--- config.mk ---
export PLATFORM = sky130hd
export DESIGN_NAME = i2s_transmitter_flat
export DESIGN_NICKNAME = d
export VERILOG_FILES = /design/src/rtl/i2s_pkg.sv /design/src/rtl/i2s_transmitter_if.sv /design/src/rtl/i2s_tx_holdbuf.sv /design/src/rtl/i2s_transmitter.sv /design/src/flat_wrapper.sv
export SDC_FILE = /design/constraint.sdc
export NUM_CORES = 1
export LEC_CHECK = 0
export BUFFER_PORTS_ARGS = -buffer_cell sky130_fd_sc_hd__buf_2
export CAP_MARGIN = 40
export CORE_UTILIZATION = 55
export DETAILED_ROUTE_END_ITERATION = 10
export GPL_ROUTABILITY_DRIVEN = 0
export HOLD_SLACK_MARGIN = 0.12
export PLACE_DENSITY = 0.76
export SETUP_SLACK_MARGIN = 0.15
export SLEW_MARGIN = 30
export SYNTH_ARGS = -nofsm -noshare
export SYNTH_HDL_FRONTEND = slang
export SYNTH_HIERARCHICAL = 1
export SYNTH_SLANG_ARGS = --single-unit
--- constraint.sdc ---
create_clock -name sclk -period 5.6 [get_ports sclk]
set_clock_uncertainty 0.1 [all_clocks]
set_input_delay 0.28 -clock sclk [delete_from_list [all_inputs] [get_ports sclk]]
set_output_delay 0.28 -clock sclk [all_outputs]
set_load 0.005 [all_outputs]
--- src/rtl/i2s_pkg.sv ---
// Shared I2S definitions: default widths, channel encoding and the stereo
// frame payload used by both the transmit and receive paths.
package i2s_pkg;

  localparam int unsigned DATA_W_DEF    = 24;
  localparam int unsigned SLOT_BITS_DEF = 32;

  // Word-select encoding as it appears on lrclk.
  typedef enum logic {
    LEFT  = 1'b0,
    RIGHT = 1'b1
  } chan_e;

  typedef struct packed {
    logic [DATA_W_DEF-1:0] left;
    logic [DATA_W_DEF-1:0] right;
  } frame_t;

endpackage

--- src/rtl/i2s_transmitter_if.sv ---
// Stereo sample handshake between the DSP (master) and the I2S transmitter (slave).
//   din_l/din_r : left/right sample
//   din_valid   : producer presents a frame
//   din_ready   : consumer can accept a frame this cycle
interface i2s_transmitter_if #(
  parameter int unsigned DATA_W = i2s_pkg::DATA_W_DEF
);
  logic [DATA_W-1:0] din_l;
  logic [DATA_W-1:0] din_r;
  logic              din_valid;
  logic              din_ready;

  modport master (output din_l, output din_r, output din_valid, input din_ready);
  modport slave  (input din_l, input din_r, input din_valid, output din_ready);
endinterface

--- src/rtl/i2s_tx_holdbuf.sv ---
// One-entry stereo frame holding buffer.
//   clk, rst_n : clock, async active-low reset
//   din_if     : valid/ready frame input (slave side)
//   drain      : strobe emptying the buffer; the holder has taken the frame
//   hold_l/r   : buffered frame
//   hold_full  : buffer holds a frame
module i2s_tx_holdbuf
  import i2s_pkg::*;
#(
  parameter int unsigned DATA_W = DATA_W_DEF
) (
  input  logic                clk,
  input  logic                rst_n,
  i2s_transmitter_if.slave    din_if,
  input  logic                drain,
  output logic [DATA_W-1:0]   hold_l,
  output logic [DATA_W-1:0]   hold_r,
  output logic                hold_full
);

  logic [DATA_W-1:0] hold_l_q, hold_l_d;
  logic [DATA_W-1:0] hold_r_q, hold_r_d;
  logic              full_q, full_d;

  // Ready is low while full, so capture and drain never happen together.
  always_comb begin
    hold_l_d = hold_l_q;
    hold_r_d = hold_r_q;
    full_d   = full_q;
    if (drain) begin
      full_d = 1'b0;
    end else if (din_if.din_valid && !full_q) begin
      hold_l_d = din_if.din_l;
      hold_r_d = din_if.din_r;
      full_d   = 1'b1;
    end
  end

  always_ff @(posedge clk or negedge rst_n) begin
    if (!rst_n) begin
      hold_l_q <= '0;
      hold_r_q <= '0;
      full_q   <= 1'b0;
    end else begin
      hold_l_q <= hold_l_d;
      hold_r_q <= hold_r_d;
      full_q   <= full_d;
    end
  end

  assign din_if.din_ready = ~full_q;
  assign hold_l           = hold_l_q;
  assign hold_r           = hold_r_q;
  assign hold_full        = full_q;

endmodule

--- src/rtl/i2s_transmitter.sv ---
// I2S master transmitter: buffers one stereo frame and serialises it MSB-first
// on sdout with standard I2S framing (MSB one sclk after each lrclk edge).
//   sclk     : bit clock, all logic on posedge
//   rst      : async active-low reset
//   din_if   : stereo frame valid/ready input
//   lrclk    : word select, 0 = left, 1 = right
//   sdout    : serial data
//   underrun : one-cycle pulse when a left slot starts with nothing buffered
module i2s_transmitter
  import i2s_pkg::*;
#(
  parameter int unsigned DATA_W    = DATA_W_DEF,
  parameter int unsigned SLOT_BITS = SLOT_BITS_DEF
) (
  input  logic             sclk,
  input  logic             rst,
  i2s_transmitter_if.slave din_if,
  output logic             lrclk,
  output logic             sdout,
  output logic             underrun
);

  localparam int unsigned CNT_W = $clog2(SLOT_BITS);

  logic [CNT_W-1:0]  bit_cnt_q, bit_cnt_d;
  chan_e             chan_q, chan_d;
  logic              sdout_q, sdout_d;
  logic              underrun_q, underrun_d;
  logic [DATA_W-1:0] shreg_q, shreg_d;
  logic [DATA_W-1:0] act_r_q, act_r_d;

  logic              wrap, into_left, into_right, drain;
  logic [DATA_W-1:0] hold_l, hold_r;
  logic              hold_full;

  i2s_tx_holdbuf #(.DATA_W(DATA_W)) u_holdbuf (
    .clk       (sclk),
    .rst_n     (rst),
    .din_if    (din_if),
    .drain     (drain),
    .hold_l    (hold_l),
    .hold_r    (hold_r),
    .hold_full (hold_full)
  );

  // Slot counter, word select and serialiser.
  always_comb begin
    wrap       = (bit_cnt_q == CNT_W'(SLOT_BITS - 1));
    into_left  = wrap && (chan_q == RIGHT);
    into_right = wrap && (chan_q == LEFT);
    drain      = into_left && hold_full;

    bit_cnt_d  = wrap ? '0 : bit_cnt_q + CNT_W'(1);
    chan_d     = wrap ? chan_e'(~chan_q) : chan_q;
    sdout_d    = 1'b0;
    underrun_d = 1'b0;
    shreg_d    = shreg_q;
    act_r_d    = act_r_q;

    if (into_left) begin
      // Whole frame is taken at left start so left/right never mix frames.
      if (hold_full) begin
        shreg_d = hold_l;
        act_r_d = hold_r;
      end else begin
        shreg_d    = '0;
        act_r_d    = '0;
        underrun_d = 1'b1;
      end
    end else if (into_right) begin
      shreg_d = act_r_q;
    end else if (bit_cnt_d <= CNT_W'(DATA_W)) begin
      // Not wrapping, so bit_cnt_d is 1..DATA_W here: data bit slot.
      sdout_d = shreg_q[DATA_W-1];
      shreg_d = {shreg_q[DATA_W-2:0], 1'b0};
    end
  end

  always_ff @(posedge sclk or negedge rst) begin
    if (!rst) begin
      bit_cnt_q  <= CNT_W'(SLOT_BITS - 1);
      chan_q     <= RIGHT;
      sdout_q    <= 1'b0;
      underrun_q <= 1'b0;
      shreg_q    <= '0;
      act_r_q    <= '0;
    end else begin
      bit_cnt_q  <= bit_cnt_d;
      chan_q     <= chan_d;
      sdout_q    <= sdout_d;
      underrun_q <= underrun_d;
      shreg_q    <= shreg_d;
      act_r_q    <= act_r_d;
    end
  end

  assign lrclk    = chan_q;
  assign sdout    = sdout_q;
  assign underrun = underrun_q;

endmodule

--- src/flat_wrapper.sv ---
// flat-port wrapper written by rule: the top's interface ports become plain ports
module i2s_transmitter_flat import i2s_pkg::*;
#(
  parameter int unsigned DATA_W    = DATA_W_DEF,
  parameter int unsigned SLOT_BITS = SLOT_BITS_DEF
)
  (sclk, rst, lrclk, sdout, underrun, din_if_din_l, din_if_din_r, din_if_din_valid, din_if_din_ready);
  i2s_transmitter_if #(.DATA_W(DATA_W)) din_if_i ();
  input  logic sclk;
  input  logic rst;
  output logic lrclk;
  output logic sdout;
  output logic underrun;
  input wire logic [$bits(din_if_i.din_l)-1:0] din_if_din_l;
  input wire logic [$bits(din_if_i.din_r)-1:0] din_if_din_r;
  input wire logic [$bits(din_if_i.din_valid)-1:0] din_if_din_valid;
  output wire logic [$bits(din_if_i.din_ready)-1:0] din_if_din_ready;
  assign din_if_i.din_l = din_if_din_l;
  assign din_if_i.din_r = din_if_din_r;
  assign din_if_i.din_valid = din_if_din_valid;
  assign din_if_din_ready = din_if_i.din_ready;
  i2s_transmitter #(.DATA_W(DATA_W), .SLOT_BITS(SLOT_BITS)) u_core (.sclk(sclk), .rst(rst), .din_if(din_if_i), .lrclk(lrclk), .sdout(sdout), .underrun(underrun));
endmodule
==> impl_metrics.csv <==
group,metric,value,unit
synth,ys_seq_area_share,58.0,%
pwr,leakage,0.00259,uW
clock_tree,cts_inserted_buffers,9,
sta,holdWs,229,ps
worst_setup_path,critPathBufInv,1,
min_path,hold_path.class,"input port to async pin",
detailed_routing,vias_per_cell,5.20,
worst_setup_path,crit_chain,"ha_1, and3_2, ha_2, a2111oi_4, buf_4, mux2_2",
worst_setup_path,worstSetupPathType,"flop to flop",
global_routing,track_usage,22.6,%
sta,slew_viol_final,0,
clock_tree,clock_sinks,105,
sta,slew_headroom,49.9,%
run,drv_cap,0,
sta,finalSetupViolations,0,
layout,antenna_cells,0,
sta,worstMarginPinSlew,751,ps
detailed_routing,wire_per_inst,14.9,um
synth,synth_area,4540,um^2
worst_setup_path,cp_data_required_time,5750,ps
clock_tree,postCtsSetupBuffers,0,
synth,yosys_warnings,6,
worst_setup_path,cpPeakStageDelay,660,ps
global_routing,grt_max_degree,85,
worst_setup_path,critPathMaxFanout,18,
placed_design,port_buffers,54,
global_routing,grt_overflow_total,0,
synth,synth_cells,393,
synth,synth_nets,447,
synth,synth_cell_types,25,
global_routing,grt_pass1_wl,15000,um
detailed_routing,drc,0,
global_routing,antenna_found_initial,0,
layout,final_util,71.0,%
worst_setup_path,cp_data_arrival_time,2920,ps
floorplanning,die_height,92.9,um
global_routing,grt_pass1_vias,3126,
sta,post-route-period-util,49.4,%
detailed_routing,drt_iter0_markers,188,
floorplanning,core,7850,um^2
pwr,power.density,245,nW/um^2
status,status,"completed",
worst_setup_path,cp.depth,6,
layout,nets,543,
clock_tree,ctsLongestPathBuffers,2,
detailed_routing,wl,8870,um
layout,drive_above_1_share,28.1,%
detailed_routing,firstDrtPassIters,4,
worst_setup_path,reg2reg_depth,6,
sta,finalHoldViolations,0,
clock_tree,cts_max_level,3,
clock_tree,cts_tree,"built",
pwr,max-vdd-ir-drop,0.165,mV
floorplanning,die_x,92.9,um
synth,ys_ff_latch,105,
detailed_routing,dr_total_vias,3097,
layout,fillers,577,
clock_tree,clk_pin_slew_worst_paths,100,ps
worst_setup_path,crit_family,"compound AO/OA/AOI/OAI gates",
worst_setup_path,cp-end-kind,"flop",
placed_design,hpwl,5420,um
worst_setup_path,startpoint_type,"flop",
sta,fmax,362,MHz
sta,final.setup.tns,0,ps
sta,rsz0062_at_grt,"false",
detailed_routing,ant_nets,0,
floorplanning,io_pins,55,
clock_tree,root_buffer,"clkbuf_8",
pwr,power,1370,uW
clock_tree,clock_latency,370,ps
floorplanning,row_count,32,
floorplanning,start_util,57.9,%
worst_setup_path,cp_slowest_cell,"a2111oi_4",
sta,finalCriticalPeriod,2770,ps
layout,area_growth,22.8,%
floorplanning,dieArea,8620,um^2
synth,avgSynthCellArea,11.6,um^2
-- through the flow --
stage | instance area, um^2 | instances | setup slack, ps
CTS | 5560 | 595 | 2820
floorplan | 4540 | 393 | 2900
finish | 5570 | 596 | 2830
global route | 5570 | 596 | 2730
detailed placement | 4880 | 529 | 2840
global placement | 4840 | 527 | 2650
-- final timing paths --
check / startpoint / endpoint / slack [ps]
worst min register to register: u_core/act_r_q[5]$_DFFE_PN0P_ / u_core/act_r_q[5]$_DFFE_PN0P_ / 380
min in group sclk: u_core/act_r_q[5]$_DFFE_PN0P_ / u_core/act_r_q[5]$_DFFE_PN0P_ / 380
worst min-delay path: rst / u_core/u_holdbuf/hold_r[9]$_DFFE_PN0P_ / 230
worst max register to register: u_core/bit_cnt_q[0]$_DFF_PN1_ / u_core/shreg_q[8]$_DFFE_PN0P_ / 2830
worst max-delay path: u_core/bit_cnt_q[0]$_DFF_PN1_ / u_core/shreg_q[8]$_DFFE_PN0P_ / 2830
max in group asynchronous: rst / u_core/act_r_q[22]$_DFFE_PN0P_ / 4140
-- registers in the layout (all words and copies together) (netlist names) --
signal	flops
u_core/act_r_q	24
u_core/bit_cnt_q	5
u_core/lrclk	1
u_core/sdout	1
u_core/shreg_q	24
u_core/u_holdbuf/hold_full	1
u_core/u_holdbuf/hold_l	24
u_core/u_holdbuf/hold_r	24
u_core/underrun	1
-- cells in the final DEF (no fill, tap or decap), types with 3 or more instances in the layout --
cell	netlist	routed
dlygate4sd3_1	0	50
nor2b_1	23	23
buf_2	2	53
clkinvlp_4	0	3
clkbuf_8	0	10
dfrtp_1	99	99
inv_1	3	3
a21oi_1	46	46
mux2_2	51	51
dfstp_2	6	6
buf_4	2	5
mux2_1	20	20
nand2_1	50	50
nor2_1	29	29
o21ai_0	25	25
-- area by class of cell --
type / count / area (um^2) / share of cell area, %
flip-flops and latches: 105 / 2640 / 47.3
multi-input cells: 258 / 1750 / 31.5
repair buffers: 112 / 865 / 15.5
clock buffers: 11 / 141 / 2.54
well taps: 102 / 128 / 2.29
clock inverters: 5 / 40.0 / 0.718
inverters: 3 / 11.3 / 0.202
-- worst reg2reg max path: stages, from the launching register on --
cell	delay (ps)
dfstp_2	400
ha_1	220
and3_2	220
ha_2	290
a2111oi_4	660
buf_4	380
mux2_2	380
-- per-layer routing --
layer / wire length (um) / GRT usage [%]
met5: 0 / 0
met4: 140 / 8.08
met3: 215 / 3.69
met2: 4350 / 35.4
met1: 4170 / 32.1
-- where the power goes --
part           leakage [uW]  switching (uW)  total, uW  internal [uW]
clock network     0.0000822             255        432            176
logic               0.00114            44.1        115           70.9
registers           0.00137            21.9        820            798
total               0.00259             321       1370           1050
-- synthesized netlist by cell type --
cell       instances  share of area (%)
a2111oi_4          1               0.61
a21oi_1           46                5.1
a22o_1             1               0.19
and2_1             1               0.14
and3_1             1               0.14
and3_2             1               0.17
buf_2              2               0.22
buf_4              2               0.33
buf_6              5                1.2
clkbuf_1          18                1.5
dfrtp_1           99                 55
dfstp_2            6                3.5
ha_1               3               0.83
inv_1              3               0.25
mux2_1            20                5.0
mux2_2            51                 13
nand2_1           50                4.1
nand3_2            1               0.22
nor2_1            29                2.4
nor2b_1           23                3.2
nor3b_1            1               0.17
nor3b_2            1               0.28
o21ai_0           25                2.8
xnor2_1            1               0.19
xor2_1             2               0.39
-- cell families after synthesis --
group           Yosys count  synth area share [%]
fa+ha+maj                 3                 0.827
mux                      71                  17.6
xor+xnor                  3                 0.579
simple gates            108                  10.8
buf+inv                  30                  3.53
compound gates           73                  8.63
flops                   105                  58.0
-- timing repair --
action                    4_1_cts  5_1_grt
gates resized for setup         0        0
hold endpoints to repair       70        0
hold buffers                   50        0
No activity file was read; power rests on OpenSTA's default activity.
